[config.mk]
export PLATFORM = sky130hd
export DESIGN_NAME = mem_port_arbiter_flat
export DESIGN_NICKNAME = d
export VERILOG_FILES = /design/src/rtl/mem_port_arbiter_pkg.sv /design/src/rtl/mem_port_arbiter_if.sv /design/src/rtl/mem_arb_wait_counter.sv /design/src/rtl/mem_port_arbiter.sv /design/src/flat_wrapper.sv
export SDC_FILE = /design/constraint.sdc
export NUM_CORES = 1
export LEC_CHECK = 0
export BUFFER_PORTS_ARGS = -buffer_cell sky130_fd_sc_hd__buf_2
export CORE_AREA = 2 2 106 108
export DETAILED_ROUTE_END_ITERATION = 7
export DIE_AREA = 0 0 108 110
export GPL_ROUTABILITY_DRIVEN = 0
export HOLD_SLACK_MARGIN = 0.06
export PLACE_DENSITY = 0.47
export SYNTH_ARGS = -nofsm -noshare
export SYNTH_HDL_FRONTEND = slang
export SYNTH_SLANG_ARGS = --single-unit
[constraint.sdc]
create_clock -name clk -period 1.9 [get_ports clk]
set_input_delay 0.38 -clock clk [delete_from_list [all_inputs] [get_ports clk]]
set_output_delay 0.38 -clock clk [all_outputs]
set_load 0.03 [all_outputs]
[src/rtl/mem_port_arbiter_pkg.sv]
// ============================================================================
// mem_port_arbiter_pkg
// Shared encodings, widths and helpers for the CPU/DMA memory-port arbiter.
// Revision: 1.0
// ============================================================================
`default_nettype none

package mem_port_arbiter_pkg;

  localparam int WORD_SIZE   = 16;
  localparam int ARB_STATE_W = 2;

  typedef enum logic [ARB_STATE_W-1:0] {
    ARB_IDLE   = 2'd0,
    ARB_ACCESS = 2'd1,
    ARB_DONE   = 2'd2
  } arb_state_t;

  typedef enum logic {
    ARB_OWN_CPU = 1'b0,
    ARB_OWN_DMA = 1'b1
  } arb_owner_t;

  // Bits needed to hold values 0..n-1, never less than one.
  function automatic int clog2_min1(input int n);
    return (n <= 2) ? 1 : $clog2(n);
  endfunction

endpackage

`default_nettype wire

[src/rtl/mem_port_arbiter_if.sv]
// ============================================================================
// mem_port_arbiter_if
// Requester (CPU, DMA) and memory-side signals of the shared memory port.
// Revision: 1.0
// ============================================================================
`default_nettype none

interface mem_port_arbiter_if #(
  parameter int WORD = mem_port_arbiter_pkg::WORD_SIZE
);
  logic            cpu_req;
  logic            cpu_we;
  logic [WORD-1:0] cpu_addr;
  logic [WORD-1:0] cpu_wdata;
  logic            dma_req;
  logic            dma_we;
  logic [WORD-1:0] dma_addr;
  logic [WORD-1:0] dma_wdata;
  logic            cpu_gnt;
  logic            dma_gnt;
  logic            cpu_done;
  logic            dma_done;
  logic [WORD-1:0] rdata;
  logic            readM;
  logic            writeM;
  logic [WORD-1:0] address;
  logic [WORD-1:0] mem_wdata;
  logic [WORD-1:0] mem_rdata;

  modport slave (
    input  cpu_req, cpu_we, cpu_addr, cpu_wdata,
    input  dma_req, dma_we, dma_addr, dma_wdata,
    input  mem_rdata,
    output cpu_gnt, dma_gnt, cpu_done, dma_done, rdata,
    output readM, writeM, address, mem_wdata
  );

  modport master (
    output cpu_req, cpu_we, cpu_addr, cpu_wdata,
    output dma_req, dma_we, dma_addr, dma_wdata,
    output mem_rdata,
    input  cpu_gnt, dma_gnt, cpu_done, dma_done, rdata,
    input  readM, writeM, address, mem_wdata
  );
endinterface

`default_nettype wire

[src/rtl/mem_arb_wait_counter.sv]
// ============================================================================
// mem_arb_wait_counter
// Saturating count of cycles the DMA requester has been kept waiting.
// Revision: 1.0
// ============================================================================
`default_nettype none

module mem_arb_wait_counter
  import mem_port_arbiter_pkg::*;
#(
  parameter int MAX_WAIT = 8,
  parameter int CW       = clog2_min1(MAX_WAIT + 1)
) (
  input  wire logic          clk,
  input  wire logic          reset,
  input  wire logic          inc,
  input  wire logic          clr,
  output logic      [CW-1:0] cnt,
  output logic               ge_max
);

  localparam logic [CW-1:0] MAX_V = CW'(MAX_WAIT);

  // Clear wins over increment: the cycle DMA is granted it stops waiting.
  always_ff @(posedge clk) begin
    if (reset || clr) begin
      cnt <= '0;
    end else if (inc && (cnt < MAX_V)) begin
      cnt <= cnt + CW'(1);
    end
  end

  assign ge_max = (cnt >= MAX_V);

endmodule

`default_nettype wire

[src/rtl/mem_port_arbiter.sv]
// ============================================================================
// mem_port_arbiter
// Shares one memory port between CPU and DMA; CPU-first with a DMA starvation guard.
// Revision: 1.0
// ============================================================================
`default_nettype none

module mem_port_arbiter
  import mem_port_arbiter_pkg::*;
#(
  parameter int WORD        = WORD_SIZE,
  parameter int MEM_LATENCY = 2,
  parameter int MAX_WAIT    = 8
) (
  input  wire logic         clk,
  input  wire logic         reset,
  mem_port_arbiter_if.slave bus
);

  localparam int              LW       = clog2_min1(MEM_LATENCY);
  localparam int              WW       = clog2_min1(MAX_WAIT + 1);
  localparam logic [LW-1:0]   LAT_INIT = LW'(MEM_LATENCY - 1);

  arb_state_t      state;
  arb_state_t      state_nxt;
  arb_owner_t      owner;
  logic            we_q;
  logic [WORD-1:0] addr_q;
  logic [WORD-1:0] wdata_q;
  logic [WORD-1:0] rdata_q;
  logic [LW-1:0]   lat_cnt;
  logic [WW-1:0]   wait_cnt;
  logic            wait_ge_max;
  logic            any_req;
  logic            dma_wins;
  logic            dma_owns;
  logic            wait_inc;
  logic            wait_clr;

  assign any_req  = bus.cpu_req | bus.dma_req;
  assign dma_wins = bus.dma_req & (wait_ge_max | ~bus.cpu_req);
  assign dma_owns = (state != ARB_IDLE) && (owner == ARB_OWN_DMA);
  assign wait_inc = bus.dma_req & ~dma_owns;
  assign wait_clr = (state == ARB_IDLE) & dma_wins;

  mem_arb_wait_counter #(
    .MAX_WAIT (MAX_WAIT),
    .CW       (WW)
  ) u_wait (
    .clk    (clk),
    .reset  (reset),
    .inc    (wait_inc),
    .clr    (wait_clr),
    .cnt    (wait_cnt),
    .ge_max (wait_ge_max)
  );

  always_ff @(posedge clk) begin
    if (reset) begin
      state <= ARB_IDLE;
    end else begin
      state <= state_nxt;
    end
  end

  always_comb begin
    state_nxt    = state;
    bus.readM    = 1'b0;
    bus.writeM   = 1'b0;
    bus.cpu_gnt  = 1'b0;
    bus.dma_gnt  = 1'b0;
    bus.cpu_done = 1'b0;
    bus.dma_done = 1'b0;
    case (state)
      ARB_IDLE: begin
        if (any_req) state_nxt = ARB_ACCESS;
      end
      ARB_ACCESS: begin
        bus.readM   = ~we_q;
        bus.writeM  = we_q;
        bus.cpu_gnt = (owner == ARB_OWN_CPU);
        bus.dma_gnt = (owner == ARB_OWN_DMA);
        if (lat_cnt == '0) state_nxt = ARB_DONE;
      end
      ARB_DONE: begin
        bus.cpu_gnt  = (owner == ARB_OWN_CPU);
        bus.dma_gnt  = (owner == ARB_OWN_DMA);
        bus.cpu_done = (owner == ARB_OWN_CPU);
        bus.dma_done = (owner == ARB_OWN_DMA);
        state_nxt    = ARB_IDLE;
      end
      default: state_nxt = ARB_IDLE;
    endcase
  end

  // Payload is captured only at arbitration so requesters may change it mid-access.
  always_ff @(posedge clk) begin
    if (reset) begin
      owner   <= ARB_OWN_CPU;
      we_q    <= 1'b0;
      addr_q  <= '0;
      wdata_q <= '0;
      rdata_q <= '0;
      lat_cnt <= '0;
    end else begin
      case (state)
        ARB_IDLE: begin
          if (any_req) begin
            owner   <= dma_wins ? ARB_OWN_DMA : ARB_OWN_CPU;
            we_q    <= dma_wins ? bus.dma_we    : bus.cpu_we;
            addr_q  <= dma_wins ? bus.dma_addr  : bus.cpu_addr;
            wdata_q <= dma_wins ? bus.dma_wdata : bus.cpu_wdata;
            lat_cnt <= LAT_INIT;
          end
        end
        ARB_ACCESS: begin
          if (lat_cnt == '0) begin
            if (!we_q) rdata_q <= bus.mem_rdata;
          end else begin
            lat_cnt <= lat_cnt - LW'(1);
          end
        end
        default: ;
      endcase
    end
  end

  assign bus.address   = addr_q;
  assign bus.mem_wdata = wdata_q;
  assign bus.rdata     = rdata_q;

endmodule

`default_nettype wire

[src/flat_wrapper.sv]
// flat-port wrapper written by rule: the top's interface ports become plain ports
module mem_port_arbiter_flat import mem_port_arbiter_pkg::*;
#(
  parameter int WORD        = WORD_SIZE,
  parameter int MEM_LATENCY = 2,
  parameter int MAX_WAIT    = 8
)
  (clk, reset, bus_cpu_req, bus_cpu_we, bus_cpu_addr, bus_cpu_wdata, bus_dma_req, bus_dma_we, bus_dma_addr, bus_dma_wdata, bus_mem_rdata, bus_cpu_gnt, bus_dma_gnt, bus_cpu_done, bus_dma_done, bus_rdata, bus_readM, bus_writeM, bus_address, bus_mem_wdata);
  mem_port_arbiter_if #(.WORD(WORD)) bus_i ();
  input  wire logic clk;
  input  wire logic reset;
  input wire logic [$bits(bus_i.cpu_req)-1:0] bus_cpu_req;
  input wire logic [$bits(bus_i.cpu_we)-1:0] bus_cpu_we;
  input wire logic [$bits(bus_i.cpu_addr)-1:0] bus_cpu_addr;
  input wire logic [$bits(bus_i.cpu_wdata)-1:0] bus_cpu_wdata;
  input wire logic [$bits(bus_i.dma_req)-1:0] bus_dma_req;
  input wire logic [$bits(bus_i.dma_we)-1:0] bus_dma_we;
  input wire logic [$bits(bus_i.dma_addr)-1:0] bus_dma_addr;
  input wire logic [$bits(bus_i.dma_wdata)-1:0] bus_dma_wdata;
  input wire logic [$bits(bus_i.mem_rdata)-1:0] bus_mem_rdata;
  output wire logic [$bits(bus_i.cpu_gnt)-1:0] bus_cpu_gnt;
  output wire logic [$bits(bus_i.dma_gnt)-1:0] bus_dma_gnt;
  output wire logic [$bits(bus_i.cpu_done)-1:0] bus_cpu_done;
  output wire logic [$bits(bus_i.dma_done)-1:0] bus_dma_done;
  output wire logic [$bits(bus_i.rdata)-1:0] bus_rdata;
  output wire logic [$bits(bus_i.readM)-1:0] bus_readM;
  output wire logic [$bits(bus_i.writeM)-1:0] bus_writeM;
  output wire logic [$bits(bus_i.address)-1:0] bus_address;
  output wire logic [$bits(bus_i.mem_wdata)-1:0] bus_mem_wdata;
  assign bus_i.cpu_req = bus_cpu_req;
  assign bus_i.cpu_we = bus_cpu_we;
  assign bus_i.cpu_addr = bus_cpu_addr;
  assign bus_i.cpu_wdata = bus_cpu_wdata;
  assign bus_i.dma_req = bus_dma_req;
  assign bus_i.dma_we = bus_dma_we;
  assign bus_i.dma_addr = bus_dma_addr;
  assign bus_i.dma_wdata = bus_dma_wdata;
  assign bus_i.mem_rdata = bus_mem_rdata;
  assign bus_cpu_gnt = bus_i.cpu_gnt;
  assign bus_dma_gnt = bus_i.dma_gnt;
  assign bus_cpu_done = bus_i.cpu_done;
  assign bus_dma_done = bus_i.dma_done;
  assign bus_rdata = bus_i.rdata;
  assign bus_readM = bus_i.readM;
  assign bus_writeM = bus_i.writeM;
  assign bus_address = bus_i.address;
  assign bus_mem_wdata = bus_i.mem_wdata;
  mem_port_arbiter #(.WORD(WORD), .MEM_LATENCY(MEM_LATENCY), .MAX_WAIT(MAX_WAIT)) u_core (.clk(clk), .reset(reset), .bus(bus_i));
endmodule
==> results of run 1 <==
[metrics by stage]
step / cell area [um2] / setup WS (ns) / utilization [%]
6_report: 3730 / 0.0899 / 34.8
5_1_grt: 3730 / -0.0128 / 34.8
4_1_cts: 3720 / 0.0135 / 34.8
3_5_place_dp: 3470 / -0.0319 / 32.5
3_3_place_gp: 3470 / 0.0834 / 32.5
2_1_floorplan: 2640 / 0.355 / -
[cell usage in the layout, fill, tap and decap left out, drive strengths merged, types with 2 or more instances in the layout]
cell type,n
nand2,32
inv,6
mux2i,2
ha,7
nand3,34
buf,151
or3b,2
and2,3
nor2b,4
dfxtp,57
a21oi,19
nor2,35
bufinv,3
clkbuf,12
nand2b,7
a311oi,33
o21ai,36
[flip-flops by register name, summed over array words and instances, names as in the netlist]
name / flops
u_core.owner: 1
u_core.bus.address: 16
u_core.we_q: 1
u_core.bus.mem_wdata: 16
u_core.state: 2
u_core.bus.rdata: 16
u_core.u_wait.cnt: 4
u_core.lat_cnt: 1
[worst max-delay path, cell delays in order, from the launching register on]
cell	delay (ns)
dfxtp_2	0.32
inv_1	0.12
ha_1	0.27
nor2b_1	0.17
buf_2	0.21
[per-layer routing]
| metal | global-route usage [%] | up-vias | routed length (um) | part of all wire (%) |
|---|---|---|---|---|
| met5 | 0 | - | 0 | 0 |
| met1 | 17.0 | 1253 | 3760 | 45 |
| met2 | 21.6 | 114 | 3690 | 44 |
| li1 | - | 1411 | - | - |
| met4 | 4.49 | 0 | 76 | 0.91 |
| met3 | 5.82 | 10 | 854 | 10 |
[power by group through the flow]
stage / logic, mW / clock network, mW / registers, mW
2_1_floorplan: 1.11 / 0 / 2.36
3_3_place_gp: 2.36 / 0 / 1.76
3_5_place_dp: 2.38 / 0 / 1.77
4_1_cts: 2.39 / 1.46 / 1.75
5_1_grt: 2.60 / 1.52 / 1.79
6_report: 2.38 / 1.41 / 1.75
[cells by family after synthesis]
group	count (synthesis)	share of synthesized area, %
AND/OR/NAND/NOR	122	21.6
AO/OA/AOI/OAI	96	24.2
buffers and inverters	36	7.01
multiplexers	2	0.758
adder cells (fa/ha/maj)	7	3.32
flip-flops	57	43.2
[how the worst min path moves through the flow]
stage,startpoint,end,slack (ns)
after global routing,bus_mem_rdata[5],u_core.bus.rdata[5],0.25
after global placement,u_core.bus.rdata[14],u_core.bus.rdata[14],0.44
after floorplan,u_core.u_wait.cnt[2],u_core.u_wait.cnt[2],0.45
after CTS,bus_mem_rdata[7],u_core.bus.rdata[7],0.26
after detailed placement,u_core.bus.rdata[10],u_core.bus.rdata[10],0.45
final,bus_mem_rdata[7],u_core.bus.rdata[7],0.27
[repair_timing]
action	CTS	global route
setup endpoints to repair	6	7
resized for setup	1	3
cloned	0	0
[layout make-up]
| class | count | area, um2 |
|---|---|---|
| inverter | 6 | 22.5 |
| multi-input combinational | 227 | 1320 |
| sequential | 57 | 1140 |
| tap | 140 | 175 |
| timing repair buffer | 152 | 821 |
| clock buffer | 11 | 141 |
| clock inverter | 5 | 103 |
| fill | 1189 | 6970 |
==> impl_metrics.yaml, run 1 <==
critical_path:
  setup.worst_path.end_class: "output pin"
  rr_worst_depth: 6
  r2r_end: "u_core.we_q"
  cp.arrival_ns: 1.43
  crit_fanout: 7
  crit_path_start: "u_core.state[1]"
  worstSetupPathType: "flip-flop to output pin"
  setup.worst_path.end: "bus_readM"
  startpoint_type: "flip-flop"
  timing.rr.start: "u_core.state[1]"
  reg2reg_slack_ns: 0.15
  cp.required_ns: 1.52
yosys:
  synth.distinct_cells: 33
  yosys.area.top_type_share_pct: 43.2
  synth_commonest_cells: "dfxtp_1 (57), o21ai_0 (36), nor2_1 (35)"
  synthesis.area_um2: 2640
  ys_top_cells_by_area: "dfxtp_1 (43%), a311oi_1 (11%), o21ai_0 (6.8%)"
  synth_warnings: 0
  synth.avg_cell_area_um2: 8.25
  synth-seq-area-share_pct: 43.2
  synth.most_common_cell: "dfxtp_1"
  synth_top_area_cell: "dfxtp_1"
  syn-num-nets: 413
  synth_edf_count: 0
  netlist_instances: 320
  async_reset_ff_share_pct: 0
  yosys_most_used_dff: "dfxtp_1"
  synth-seq-cells: 57
place:
  io_buffers: 139
  dp_hpwl_um: 6050
  placed_cells: 582
pwr:
  power.leakage_nw: 1.65
  p_int_mw: 3.26
  p_per_area_nw_per_um2: 1480
  fin_total_pwr_mw: 5.53
  ir_drop_mv: 0.516
  seqPwrFrac_pct: 31.6
  combinationalPowerShare_pct: 43.0
  switching_share_pct: 41.1
  power_frac_clock_pct: 25.5
  switchingPower_mw: 2.27
cts:
  clkSinkCount: 57
  clockRootBuffer: "clkbuf_8"
  cts_made_buffers: 9
  clk_pin_slew_ns: 0.07
  h-tree-depth: 3
  clockBufferDepth: 2
  post_cts_buffers: 0
  cts_tree: "yes"
  cts-hold-fix-buffers: 0
  clk_latency_ns: 0.34
sta:
  hold_viol_final: 0
  post-route-min-period_ns: 1.81
  finalSetupViolCount: 0
  post-route-period-util_pct: 95.3
  maxSlewHeadroom_pct: 55.3
  max_freq_mhz: 552
  worstMarginPinSlew_ns: 0.670
  whs_ns: 0.273
  rsz0062_at_grt: "yes"
  drv_slew: 0
  setup_tns_ns: 0
  fin_skew_ns: 0.00927
routing:
  routedWlPerCell_um: 14.0
  totalWireLength_um: 8380
  ant_nets: 0
  first_pass_iters: 4
  first_iter_violations: 177
  dr_total_vias: 2788
  drc: 0
  vias_per_cell: 4.66
die:
  die_h_um: 110
  core_area_um2: 10700
  initial_core_util_pct: 24.7
  io-pin-count: 140
  chipWidth_um: 108
  die_area_um2: 11900
  std_cell_rows: 38
global_routing:
  antenna_found_initial: 1
  grt_pass1_vias: 2612
  grt_max_degree: 27
  grt_pass1_wl_um: 12700
  grt_overflow_total: 0
  grt_util_all_layers_pct: 13.7
cells_and_area:
  diodes: 0
  final_nets: 546
  areaGrowthSynthToFinish_pct: 41.1
  drive_gt1_share_pct: 38.2
  stdcell_count: 598
hold_path:
  hold_class: "input pin to flip-flop"
  hold_depth: 3
status:
  status: "finished, final reports clean"
flow_run:
  drv_cap: 0
Note: power is estimated with default switching activity, not from simulation.
==> run 2: changes to the inputs <==
RECOVER_POWER = 25   (was not set)
clock period = 1.8 ns   (was 1.9 ns; I/O delays follow)
==> impl_metrics.yaml, run 2 (synthesis results as in run 1) <==
status:
  status: "finished, final reports clean"
sta:
  drv_slew: 0
  finalSetupViolCount: 0
  worstMarginPinSlew_ns: 0.624
  setup_tns_ns: 0
  rsz0062_at_grt: "no"
  post-route-min-period_ns: 1.67
  fin_skew_ns: 0.00743
  maxSlewHeadroom_pct: 58.4
  max_freq_mhz: 599
  hold_viol_final: 0
  worst_slack_ns: 0.130
  post-route-period-util_pct: 92.8
routing:
  ant_nets: 0
  first_pass_iters: 4
  routedWlPerCell_um: 13.7
  first_iter_violations: 125
  drc: 0
  vias_per_cell: 4.80
  dr_total_vias: 2875
  totalWireLength_um: 8210
global_routing:
  grt_pass1_vias: 2680
  antenna_found_initial: 1
  grt_overflow_total: 0
  grt_max_degree: 43
  grt_pass1_wl_um: 12800
  grt_util_all_layers_pct: 13.8
cells_and_area:
  fin_util_pct: 34.8
  final_nets: 546
  layout_common_cells: "buf_2 (111), dfxtp_1 (55), o21ai_0 (36)"
  drive_gt1_share_pct: 33.8
  areaGrowthSynthToFinish_pct: 41.1
  final_common_cell: "buf_2"
cts:
  clk_latency_ns: 0.34
  cts_tree: "yes"
  post_cts_buffers: 0
  cts_made_buffers: 9
  clockRootBuffer: "clkbuf_8"
  clkSinkCount: 57
  clockBufferDepth: 2
  h-tree-depth: 3
  clk_pin_slew_ns: 0.07
die:
  std_cell_rows: 38
  die_h_um: 110
  core_area_um2: 10700
  die_area_um2: 11900
  chipWidth_um: 108
  initial_core_util_pct: 24.7
  io-pin-count: 140
hold_path:
  hold_class: "input pin to flip-flop"
flow_run:
  drv_cap: 0
pwr:
  p_per_area_nw_per_um2: 1520
  power.leakage_nw: 1.56
  ir_drop_mv: 0.564
place:
  dp_hpwl_um: 5880
  pre_cts_ws_ns: 0.00989
  io_buffers: 139
critical_path:
  setup.worst_path.end_class: "output pin"
  cp.required_ns: 1.44
  worstSetupPathType: "flip-flop to output pin"
  startpoint_type: "flip-flop"
  cp.arrival_ns: 1.31
  crit_fanout: 4
## run 2: cell count changes in the layout (fill, tap and decap cells not counted), moves of 2 or more
| cell | delta |
|---|---|
| buf_2 | -27 |
| clkbuf_1 | +25 |
| buf_12 | +3 |
| buf_4 | -2 |
| clkinv_2 | +2 |
| ha_1 | -2 |
| inv_1 | -2 |
| inv_2 | +2 |
## run 2: cell type report
class                   count  area (um2)
fillers                  1167        6970
multi-input cells         227        1340
flip-flops and latches     57        1150
repair buffers            152         832
well taps                 140         175
clock buffers              10         128
clock inverters             6        82.6
inverters                   6        22.5
diodes                      1        2.50
## run 2: worst max-delay path: stages, from the launching register on
cell,delay (ns)
dfxtp_4,0.37
inv_2,0.06
ha_4,0.26
and2_1,0.11
buf_2,0.19
## run 2: repair_timing
action	in CTS	in global routing
endpoints found under the setup margin	3	5
hold buffers	0	0
resized for setup	5	7
gates cloned	0	0
hold endpoints to repair	0	0
pin swaps	0	0
## run 2: stage by stage
step	cells	power [mW]	instance area, um2	hold slack, ns
after floorplan	320	3.66	2640	0.450
after global placement	582	4.37	3510	0.440
after detailed placement	582	4.38	3510	0.447
after CTS	598	5.78	3740	0.233
after global routing	598	6.09	3720	0.232
final	599	5.68	3730	0.253
## run 2: final timing paths
path,cells after the start,from,endpoint,slack [ns]
hold reg to reg,2,u_core.bus.rdata[10],u_core.bus.rdata[10],0.46
setup reg to reg,5,u_core.state[1],u_core.bus.rdata[1],0.21
setup / recovery,4,u_core.state[0],bus_dma_gnt,0.13
hold / removal,3,bus_mem_rdata[11],u_core.bus.rdata[11],0.25
## run 2: where the power goes
part | leakage (nW) | total [mW] | internal, mW | switching [mW]
clock network | 0.106 | 1.31 | 0.772 | 0.534
logic | 0.981 | 2.51 | 0.859 | 1.65
registers | 0.471 | 1.87 | 1.64 | 0.223
total | 1.56 | 5.68 | 3.27 | 2.41
## run 2: per-layer routing
| metal | vias up | share of wire [%] | GRT usage, % |
|---|---|---|---|
| met4 | 0 | 2.3 | 6.23 |
| met2 | 123 | 44 | 21.3 |
| met1 | 1322 | 45 | 17.6 |
| met5 | - | 0 | 0 |
| met3 | 14 | 8.2 | 4.23 |
| li1 | 1416 | - | - |
